--- src/rtl/byte_to_word_rx_pkg.sv ---
// byte_to_word_rx_pkg: state encodings, mode constants and default timeout shared by the serial word links
package byte_to_word_rx_pkg;

    typedef enum logic [2:0] {
        S_IDLE    = 3'b000,
        S_COLLECT = 3'b001,
        S_WORD    = 3'b010,
        S_BYTE    = 3'b011,
        S_TIMEOUT = 3'b100
    } state_t;

    localparam logic MODE_BYTE = 1'b0;
    localparam logic MODE_WORD = 1'b1;

    // Three frames at 87 clocks/bit for the common baud rate.
    localparam int DEFAULT_TIMEOUT_CLKS = 2610;

endpackage

--- src/rtl/rx_timeout_timer.sv ---
// rx_timeout_timer: clear/enable counter that flags expiry after LIMIT enabled cycles and saturates
module rx_timeout_timer
    import byte_to_word_rx_pkg::*;
#(
    parameter int LIMIT = DEFAULT_TIMEOUT_CLKS,
    parameter int W     = $clog2(LIMIT + 1)
) (
    input  logic clock,
    input  logic reset,
    input  logic clear,
    input  logic enable,
    output logic expire
);

    logic [W-1:0] count;

    assign expire = enable && !clear && count == W'(LIMIT - 1);

    // Count enabled cycles, holding at the terminal value instead of wrapping.
    always_ff @(posedge clock)
        if (reset || clear)
            count <= '0;
        else if (enable && count != W'(LIMIT - 1))
            count <= count + 1'b1;

endmodule

--- src/rtl/byte_to_word_rx.sv ---
// byte_to_word_rx: reassembles LSB-first 32-bit words from UART byte strobes, with byte bypass and inter-byte timeout
module byte_to_word_rx
    import byte_to_word_rx_pkg::*;
#(
    parameter int TIMEOUT_CLKS = DEFAULT_TIMEOUT_CLKS,
    parameter int CNT_W        = 16
) (
    input  logic             clock,
    input  logic             reset,
    input  logic             i_mode_select,
    input  logic             i_rx_valid,
    input  logic [7:0]       i_rx_byte,
    output logic [31:0]      o_word,
    output logic             o_word_valid,
    output logic [7:0]       o_byte,
    output logic             o_byte_valid,
    output logic             o_timeout,
    output logic             o_busy,
    output logic [CNT_W-1:0] o_word_count,
    output logic [2:0]       main_state
);

    state_t             state, state_d;
    logic [1:0]         idx, idx_d;
    logic [23:0]        asm_q, asm_d;
    logic [31:0]        word_d;
    logic [7:0]         byte_d;
    logic               word_valid_d, byte_valid_d, timeout_d;
    logic [CNT_W-1:0]   count_d;
    logic               expire;

    assign o_busy     = state == S_COLLECT;
    assign main_state = state;

    rx_timeout_timer #(.LIMIT(TIMEOUT_CLKS)) u_timer (
        .clock  (clock),
        .reset  (reset),
        .clear  (i_rx_valid),
        .enable (state == S_COLLECT),
        .expire (expire)
    );

    // Next-state and next-output logic; the one-cycle states behave like idle so back-to-back bytes are not lost.
    always_comb begin
        state_d      = S_IDLE;
        idx_d        = idx;
        asm_d        = asm_q;
        word_d       = o_word;
        byte_d       = o_byte;
        word_valid_d = 1'b0;
        byte_valid_d = 1'b0;
        timeout_d    = 1'b0;
        count_d      = o_word_count;
        case (state)
            S_IDLE, S_WORD, S_BYTE, S_TIMEOUT: begin
                if (i_rx_valid && i_mode_select == MODE_WORD) begin
                    state_d = S_COLLECT;
                    asm_d   = {16'h0, i_rx_byte};
                    idx_d   = 2'd1;
                end else if (i_rx_valid) begin
                    state_d      = S_BYTE;
                    byte_d       = i_rx_byte;
                    byte_valid_d = 1'b1;
                end
            end
            S_COLLECT: begin
                if (i_rx_valid && idx == 2'd3) begin
                    state_d      = S_WORD;
                    word_d       = {i_rx_byte, asm_q};
                    word_valid_d = 1'b1;
                    count_d      = &o_word_count ? o_word_count : o_word_count + 1'b1;
                    idx_d        = 2'd0;
                end else if (i_rx_valid) begin
                    state_d = S_COLLECT;
                    asm_d   = asm_q | (24'(i_rx_byte) << {idx, 3'b000});
                    idx_d   = idx + 1'b1;
                end else if (expire) begin
                    state_d   = S_TIMEOUT;
                    timeout_d = 1'b1;
                    idx_d     = 2'd0;
                end else begin
                    state_d = S_COLLECT;
                end
            end
            default: state_d = S_IDLE;
        endcase
    end

    // Register state, assembly data and all outputs.
    always_ff @(posedge clock)
        if (reset) begin
            state        <= S_IDLE;
            idx          <= 2'd0;
            asm_q        <= '0;
            o_word       <= '0;
            o_word_valid <= 1'b0;
            o_byte       <= '0;
            o_byte_valid <= 1'b0;
            o_timeout    <= 1'b0;
            o_word_count <= '0;
        end else begin
            state        <= state_d;
            idx          <= idx_d;
            asm_q        <= asm_d;
            o_word       <= word_d;
            o_word_valid <= word_valid_d;
            o_byte       <= byte_d;
            o_byte_valid <= byte_valid_d;
            o_timeout    <= timeout_d;
            o_word_count <= count_d;
        end

endmodule

--- config.mk ---
export PLATFORM = sky130hd
export DESIGN_NAME = byte_to_word_rx
export DESIGN_NICKNAME = d
export VERILOG_FILES = /design/src/rtl/byte_to_word_rx_pkg.sv /design/src/rtl/rx_timeout_timer.sv /design/src/rtl/byte_to_word_rx.sv
export SDC_FILE = /design/constraint.sdc
export NUM_CORES = 1
export LEC_CHECK = 0
export ABC_AREA = 1
export CORE_MARGIN = 5
export CORE_UTILIZATION = 53
export CTS_CLUSTER_SIZE = 20
export DETAILED_ROUTE_END_ITERATION = 10
export GPL_TIMING_DRIVEN = 0
export PLACE_DENSITY = 0.85
export SLEW_MARGIN = 20
export SYNTH_ARGS = -nofsm -noshare
export SYNTH_HDL_FRONTEND = slang
export SYNTH_HIERARCHICAL = 1
export SYNTH_SLANG_ARGS = --single-unit
--- constraint.sdc ---
create_clock -name clock -period 1.8 [get_ports clock]
set_clock_uncertainty 0.05 [all_clocks]
set_input_delay 0.36 -clock clock [delete_from_list [all_inputs] [get_ports clock]]
set_output_delay 0.36 -clock clock [all_outputs]
set_load 0.005 [all_outputs]
==> flow_summary.ini, run 1 <==
[setup_path]
reg2reg_to = u_timer/count[8]
r2r_start = main_state[1]
crit_fanout = 2
rr_worst_depth = 10
crit_type = flip-flop to primary output
startpoint_type = flip-flop
r2r_slack_ns = 0.09
cp.arrival_ns = 1.35
critPathRequiredTime_ns = 1.39
worst_setup_path_end_kind = primary output

[floorplanning]
core-area_um2 = 8180
rows = 33
dieHeight_um = 102
die-area_um2 = 10300
start_util = 0.543
die_w_um = 102
io_pins = 75

[cells_and_area]
area_growth_pct = 26.3
final_core_util = 0.686
final_cell_mix = nand2_1 (117), dfxtp_1 (89), nor2_1 (77)
layout-drive-gt1-share = 0.105
layout_commonest_cell = nand2_1
diodes = 0
fin_nets = 724

[min_path]
hold_depth = 2
hp-class = flip-flop to flip-flop
min_from = asm_q[8]
holdPathEnd = o_word[8]

[global_routing]
grt_overflow_total = 0
grt_max_degree = 19
grt_pass1_vias = 3995
grt_antenna_before_repair = 0
track_usage = 0.221
grt_pass1_wl_um = 18400

[routing]
via_per_inst = 5.33
wl_per_cell_um = 13.8
dr_total_vias = 4362
drt_iter0_markers = 287
drc = 0
drtPass1Iterations = 6
antenna_left = 0
drt_wl_total_um = 11300

[power]
p_leak_nw = 2.26
finalPower_mw = 4.23
ir_drop_uv = 537
powerDensity_nw_per_um2 = 753

[synthesis]
ys_types = 31
synth_warnings = 6
synth-seq-cells = 100
synth_edf_count = 0
async_flop_share = 0
avgSynthCellArea_um2 = 7.19
yosysSeqAreaShare = 0.451
syn_nets = 634
syn_inst = 618
syn_area_um2 = 4440
synthFlopType = dfxtp_1

[cts]
htree_levels = 3
cts.sink_count = 100
cts_tree = done
clk_latency_ns = 0.37
cts.clk_slew.worst_paths_ns = 0.09
cts_buffers = 9
root_buffer = clkbuf_8
cts_max_path_buffers = 2

[sta]
tightest_slew_ns = 0.540
fin_crit_ns = 1.76
period_share = 0.978
hold_viol = 0
finalMaxSlewViolations = 0
rsz0062_at_grt = true
fmax_ghz = 0.568
finalSetupViolations = 0
hold_ws_ns = 0.409
max-slew-margin-rel = 0.640

[status]
outcome = finished, final reports clean

[placed_design]
dpl.hpwl_um = 8230
gp_congestion = 0.947
port_buffers = 74

[run]
maxCapViolations = 0
## registers in the layout, indices dropped and copies added (netlist names)
signal / cells
o_word: 32
asm_q: 24
o_word_count: 16
u_timer/count: 12
o_byte: 8
main_state: 3
idx: 2
o_byte_valid: 1
o_timeout: 1
o_word_valid: 1
## through the flow
stage	worst slack, ns	setup TNS [ns]	instance area (µm²)	instances
6_report	0.0388	0	5610	818
5_1_grt	-0.0564	-0.0935	5610	818
4_1_cts	0.0249	0	5570	817
3_5_place_dp	-0.323	-18.89	5310	797
3_3_place_gp	-0.311	-16.68	5310	797
2_1_floorplan	0.0483	0	4440	618
## cell usage after synthesis (2+ instances only)
library cell | instances | area share
o21ai_0 | 55 | 0.062
nor2_2 | 3 | 0.0042
nor3_1 | 7 | 0.0079
nor2_4 | 2 | 0.0051
dfxtp_1 | 100 | 0.45
ha_1 | 4 | 0.011
nor2_1 | 77 | 0.065
nand2_1 | 117 | 0.099
inv_1 | 68 | 0.057
buf_1 | 3 | 0.0025
xor2_1 | 5 | 0.0099
nand3_1 | 46 | 0.052
a21oi_1 | 72 | 0.081
buf_2 | 10 | 0.011
clkinv_1 | 2 | 0.0017
nand2_2 | 6 | 0.0085
buf_6 | 5 | 0.013
nand4_1 | 15 | 0.021
o21ai_2 | 2 | 0.0039
buf_4 | 2 | 0.0034
clkbuf_1 | 7 | 0.0059
## how the worst max path moves through the flow
| stage | start | to | slack [ns] | cells past startpoint |
|---|---|---|---|---|
| after floorplan | main_state[0] | idx[0] | 0.05 | 11 |
| after global placement | i_rx_valid | o_word[5] | -0.31 | 5 |
| after detailed placement | i_rx_valid | o_word[31] | -0.32 | 5 |
| after CTS | main_state[2] | main_state[2] | 0.02 | 1 |
| after global routing | o_word_count[0] | o_word_count[0] | -0.06 | 9 |
| final | main_state[1] | main_state[1] | 0.04 | 2 |
## cell families after synthesis
group / share of synthesized area
xor gates and xnor gates: 0.0118
adders and majority gates: 0.0113
AOI/OAI and AO/OA: 0.154
buffers and inverters: 0.0958
DFF: 0.451
and+or+nand+nor: 0.277
## where the power goes
| group | internal (mW) | leakage (nW) | total, mW | switching (mW) |
|---|---|---|---|---|
| Combinational | 0.179 | 1.34 | 0.462 | 0.283 |
| Sequential | 2.27 | 0.816 | 2.30 | 0.0314 |
| Clock | 0.660 | 0.101 | 1.46 | 0.802 |
| Total | 3.11 | 2.26 | 4.23 | 1.12 |
## critical path, stage by stage (launching register included)
cell and delay, ns:
dfxtp_2 0.37, buf_4 0.12, clkdlybuf4s50_1 0.49
## cell type report
class	instances	area [µm²]
multi-input cells	420	2040
clock buffers	9	124
clock inverters	7	77.6
plain buffers	27	168
flip-flops and latches	100	2020
well taps	105	131
fillers	653	2560
repair buffers	79	783
inverters	71	269
## metal layers
layer | share of wire | global-route usage | vias to the layer above
li1 | - | - | 2185
met1 | 0.43 | 0.288 | 2021
met2 | 0.49 | 0.373 | 137
met3 | 0.069 | 0.0344 | 19
met4 | 0.017 | 0.0798 | 0
met5 | 0 | 0 | -
## what timing repair did
item                       in CTS  in global routing
setup buffers                   4                  1
pin swaps                       2                  3
resized for setup              10                 17
setup endpoints to repair      24                 53
hold buffers                    0                  0
Note: power is estimated with default switching activity, not from simulation.
==> inputs of run 2 (changes only) <==
--- a/config.mk
+++ b/config.mk
@@ -12,6 +12,7 @@
 export DETAILED_ROUTE_END_ITERATION = 10
 export GPL_TIMING_DRIVEN = 0
 export PLACE_DENSITY = 0.85
+export SKIP_CTS_REPAIR_TIMING = 1
 export SLEW_MARGIN = 20
 export SYNTH_ARGS = -nofsm -noshare
 export SYNTH_HDL_FRONTEND = slang
==> run 2 against run 1 <==
Via count is 0.92% higher. Non-clock buffer count rose by 2. Wire length grew 0.53%. Critical path depth is 4 higher. Critical endpoint is now o_busy. Highest routed layer unchanged. Global-route usage shrank 0.16 points. Final area rose by 0.20%. Worst setup slack worse by 0.0031 ns. First-iteration DRC count is 10% higher. Power up 0.39%.
==> flow_summary.ini, run 2 (same netlist as run 1, synthesis figures left out) <==
[min_path]
holdPathEnd = idx[1]
hold_depth = 3
hp-class = primary input to flip-flop
min_from = i_rx_valid

[cells_and_area]
area_growth_pct = 26.6
fin_nets = 726
layout-drive-gt1-share = 0.108
reg_top3 = o_word (32), asm_q (24), o_word_count (16)
top_register = o_word
final_cell_mix = nand2_1 (117), dfxtp_1 (89), nor2_1 (77)
largest_reg_flops = 32
layout_commonest_cell = nand2_1
final_core_util = 0.688
diodes = 0

[routing]
drt_iter0_markers = 316
antenna_left = 0
drtPass1Iterations = 5
wl_per_cell_um = 13.8
via_per_inst = 5.37
dr_total_vias = 4402
drc = 0
drt_wl_total_um = 11400

[sta]
period_share = 0.980
fmax_ghz = 0.567
rsz0062_at_grt = true
fin_crit_ns = 1.76
tightest_slew_ns = 0.522
finalSetupTns_ns = 0
finalMaxSlewViolations = 0
finalSetupViolations = 0
hold_viol = 0
max-slew-margin-rel = 0.652
hold_ws_ns = 0.406

[cts]
cts_max_path_buffers = 2
clk_latency_ns = 0.37
htree_levels = 3
root_buffer = clkbuf_8
cts_buffers = 9
cts.clk_slew.worst_paths_ns = 0.09
cts.sink_count = 100
cts_tree = done

[setup_path]
crit_buf_inv = 4
r2r_slack_ns = 0.07
crit_chain = inv_4 -> nand2_4 -> nor2_4 -> buf_6 -> buf_6 -> clkbuf_2
r2r_start = main_state[1]
cp.arrival_ns = 1.35
cp-startpoint = main_state[1]
rr_worst_depth = 10
critPathSlowestCell = dfxtp_4
path_delay_family = buffers and inverters
crit_type = flip-flop to primary output
startpoint_type = flip-flop
worst_setup_path_end_kind = primary output
critPathRequiredTime_ns = 1.39
cpMostUsedCell = buf_6
crit_path_max_incr_delay_ns = 0.37
crit_fanout = 5
reg2reg_to = u_timer/count[8]

[power]
ir_drop_uv = 536
finalPower_mw = 4.24
powerDensity_nw_per_um2 = 755
p_leak_nw = 2.27

[floorplanning]
dieHeight_um = 102
core-area_um2 = 8180
io_pins = 75
rows = 33
die-area_um2 = 10300
die_w_um = 102
start_util = 0.543

[global_routing]
grt_pass1_wl_um = 18300
grt_overflow_total = 0
grt_max_degree = 19
grt_antenna_before_repair = 0
track_usage = 0.220
grt_pass1_vias = 3952

[placed_design]
port_buffers = 74
dpl.hpwl_um = 8230
gp_congestion = 0.947

[status]
outcome = finished, final reports clean

[run]
maxCapViolations = 0
-- run 2: changes by cell type in the layout (fill, tap and decap cells not counted), sizes merged --
cell,delta
dlygate4sd2,-1
clkbuf,+3
-- run 2: area by class of cell --
cell class                      count  area [µm²]
Timing Repair Buffer               81         795
Buffer                             27         174
Clock inverter                      7        77.6
Multi-Input combinational cell    420        2030
Clock buffer                        9         124
Inverter                           71         269
Fill cell                         647        2550
Sequential cell                   100        2020
Tap cell                          105         131
-- run 2: report_power, final --
group	switching [mW]	internal (mW)	total [mW]	leakage [nW]
Sequential	0.0314	2.27	2.30	0.816
Combinational	0.287	0.188	0.475	1.35
Clock	0.808	0.660	1.47	0.101
Total	1.13	3.12	4.24	2.27
-- run 2: worst reg2reg max path: stages (launching register included) --
cell and delay, ns:
dfxtp_4 0.37, inv_4 0.07, nand2_4 0.06, nor2_4 0.14
buf_6 0.12, buf_4 0.11, buf_8 0.12, inv_2 0.05
a21oi_2 0.32, nand2_1 0.11, a21oi_1 0.14
-- run 2: worst max-delay path by stage --
stage                 endpoint  slack [ns]  cells after the start
floorplan               idx[0]        0.05                     11
global placement     o_word[5]       -0.31                      5
detailed placement  o_word[31]       -0.32                      5
CTS                     o_busy       -0.48                      5
global route            idx[1]       -0.07                     12
finish                  o_busy        0.04                      6
-- run 2: per-stage QoR --
step / instances / instance area [µm²] / worst slack [ns]
2_1_floorplan: 618 / 4440 / 0.0483
4_1_cts: 813 / 5520 / -0.483
5_1_grt: 820 / 5620 / -0.0663
6_report: 820 / 5620 / 0.0357
3_3_place_gp: 797 / 5310 / -0.311
3_5_place_dp: 797 / 5310 / -0.323
-- run 2: per-layer routing --
layer  global-route usage  up-vias  wire length [µm]
met5                    0        -                 0
met4               0.0716        0               200
met3               0.0406       26               827
met2                0.368      169              5500
met1                0.287     2020              4830
li1                     -     2187                 -
==> inputs of run 3 (changes only) <==
--- a/config.mk
+++ b/config.mk
@@ -7,11 +7,11 @@
 export LEC_CHECK = 0
 export ABC_AREA = 1
 export CORE_MARGIN = 5
-export CORE_UTILIZATION = 53
+export CORE_UTILIZATION = 35
 export CTS_CLUSTER_SIZE = 20
 export DETAILED_ROUTE_END_ITERATION = 10
+export GPL_ROUTABILITY_DRIVEN = 0
 export GPL_TIMING_DRIVEN = 0
-export PLACE_DENSITY = 0.85
 export SKIP_CTS_REPAIR_TIMING = 1
 export SLEW_MARGIN = 20
 export SYNTH_ARGS = -nofsm -noshare
==> run 3 against run 2 <==
Global-route usage decreased by 5.9 points. Sequential share of layout area decreased by 1.5 points. Final area increased by 3.7%. Non-clock buffer count unchanged. Clock power increased by 36%. Flip-flop and latch count unchanged. Highest routed layer unchanged. Worst hold slack improved by 0.0056 ns. Cell count increased by 8.2%. Largest cell class unchanged. Critical path type unchanged. First-iteration DRC count increased by 18%. Maximum frequency increased by 1.8%. Worst setup slack improved by 0.032 ns.
==> flow_summary.ini, run 3 (same netlist as run 1, synthesis figures left out) <==
[sta]
tightest_slew_ns = 0.506
hold_viol = 0
max-slew-margin-rel = 0.662
finalSetupViolations = 0
fin_crit_ns = 1.73
period_share = 0.962
setup_ws_ns = 0.0677
rsz0062_at_grt = true
fmax_ghz = 0.577
finalMaxSlewViolations = 0

[min_path]
min_from = asm_q[0]
hp-class = flip-flop to flip-flop
holdPathEnd = o_word[0]
hold_depth = 2

[cells_and_area]
largest_reg_flops = 32
area_growth_pct = 31.3
layout_commonest_cell = nand2_1
diodes = 0
seq_area_um2 = 2010
fin_nets = 726
fill_cells = 1305
top_register = o_word
design_area_um2 = 5830
layout-drive-gt1-share = 0.101
reg_top3 = o_word (32), asm_q (24), o_word_count (16)
final_cell_mix = nand2_1 (116), dfxtp_1 (94), nor2_1 (77)
multiInputGateArea_um2 = 2050

[setup_path]
crit_buf_inv = 1
path_delay_family = buffers and inverters
critPathRequiredTime_ns = 1.39
crit_fanout = 5
crit_type = flip-flop to primary output
rr_worst_depth = 8
r2r_slack_ns = 0.11
startpoint_type = flip-flop
reg2reg_to = o_word[28]
r2r_start = idx[0]
crit_chain = clkdlybuf4s50_1
critPathSlowestCell = clkdlybuf4s50_1
crit_path_max_incr_delay_ns = 0.54
worst_setup_path_end_kind = primary output
cp.arrival_ns = 1.32

[cts]
cts.sink_count = 100
cts_max_path_buffers = 2
cts_buffers = 9
htree_levels = 3
cts.clk_slew.worst_paths_ns = 0.07
root_buffer = clkbuf_16
clk_latency_ns = 0.34
cts_tree = done

[global_routing]
grt_pass1_vias = 3779
grt_overflow_total = 0
track_usage = 0.161
grt_max_degree = 18
grt_antenna_before_repair = 0
grt_pass1_wl_um = 19200

[run]
maxCapViolations = 0

[power]
ir_drop_uv = 481
powerDensity_nw_per_um2 = 818
p_leak_nw = 2.34

[floorplanning]
die-area_um2 = 15000
die_w_um = 123
rows = 41
core-area_um2 = 12500
dieHeight_um = 123
start_util = 0.355
io_pins = 75

[routing]
drt_iter0_markers = 374
dr_total_vias = 4210
drtPass1Iterations = 4
drc = 0
drt_wl_total_um = 11900
via_per_inst = 4.75
antenna_left = 0
wl_per_cell_um = 13.4

[placed_design]
placed_area_um2 = 5400
port_buffers = 74
dpl.hpwl_um = 8820
pre_cts_ws_ns = -0.375

[status]
outcome = finished, final reports clean
## run 3: cell types whose count changed in the layout (fill, tap and decap cells not counted), sizes merged
cell          delta
clkinvlp         +1
dlymetal6s2s     +1
inv              -2
## run 3: layout make-up
cell class,count,share of cell area
Inverter,71,0.0457
Tap cell,172,0.0369
Multi-Input combinational cell,420,0.351
Clock inverter,6,0.0120
Buffer,27,0.0294
Sequential cell,100,0.345
Timing Repair Buffer,81,0.139
Clock buffer,10,0.0410
## run 3: how the worst max path moves through the flow
stage | startpoint | end | slack [ns] | cells past startpoint
after detailed placement | i_rx_valid | o_word[4] | -0.38 | 5
after global routing | main_state[1] | idx[0] | -0.03 | 12
after floorplan | main_state[0] | idx[0] | 0.05 | 11
after CTS | main_state[1] | o_busy | -0.46 | 5
after global placement | i_rx_valid | o_word[5] | -0.34 | 5
final | o_word_count[12] | o_word_count[12] | 0.07 | 1
## run 3: stage by stage
| step | setup TNS [ns] | utilization | std cells | power, mW | hold WS, ns |
|---|---|---|---|---|---|
| floorplan | 0 | - | 618 | 2.62 | 0.380 |
| global placement | -18.44 | 0.431 | 864 | 2.78 | 0.396 |
| detailed placement | -22.34 | 0.431 | 864 | 2.79 | 0.402 |
| CTS | -2.95 | 0.456 | 880 | 4.79 | 0.415 |
| global route | -0.0858 | 0.466 | 887 | 5.00 | 0.438 |
| finish | 0 | 0.466 | 887 | 4.77 | 0.412 |
## run 3: routing by layer
metal / share of wire / GRT usage / wire, µm
met2: 0.45 / 0.251 / 5400
met5: 0 / 0 / 0
met4: 0.012 / 0.0420 / 140
met1: 0.49 / 0.223 / 5830
met3: 0.045 / 0.0406 / 540
## run 3: report_power, final
| group | internal, mW | switching, mW |
|---|---|---|
| clock network | 1.13 | 0.874 |
| logic | 0.182 | 0.284 |
| registers | 2.27 | 0.0285 |
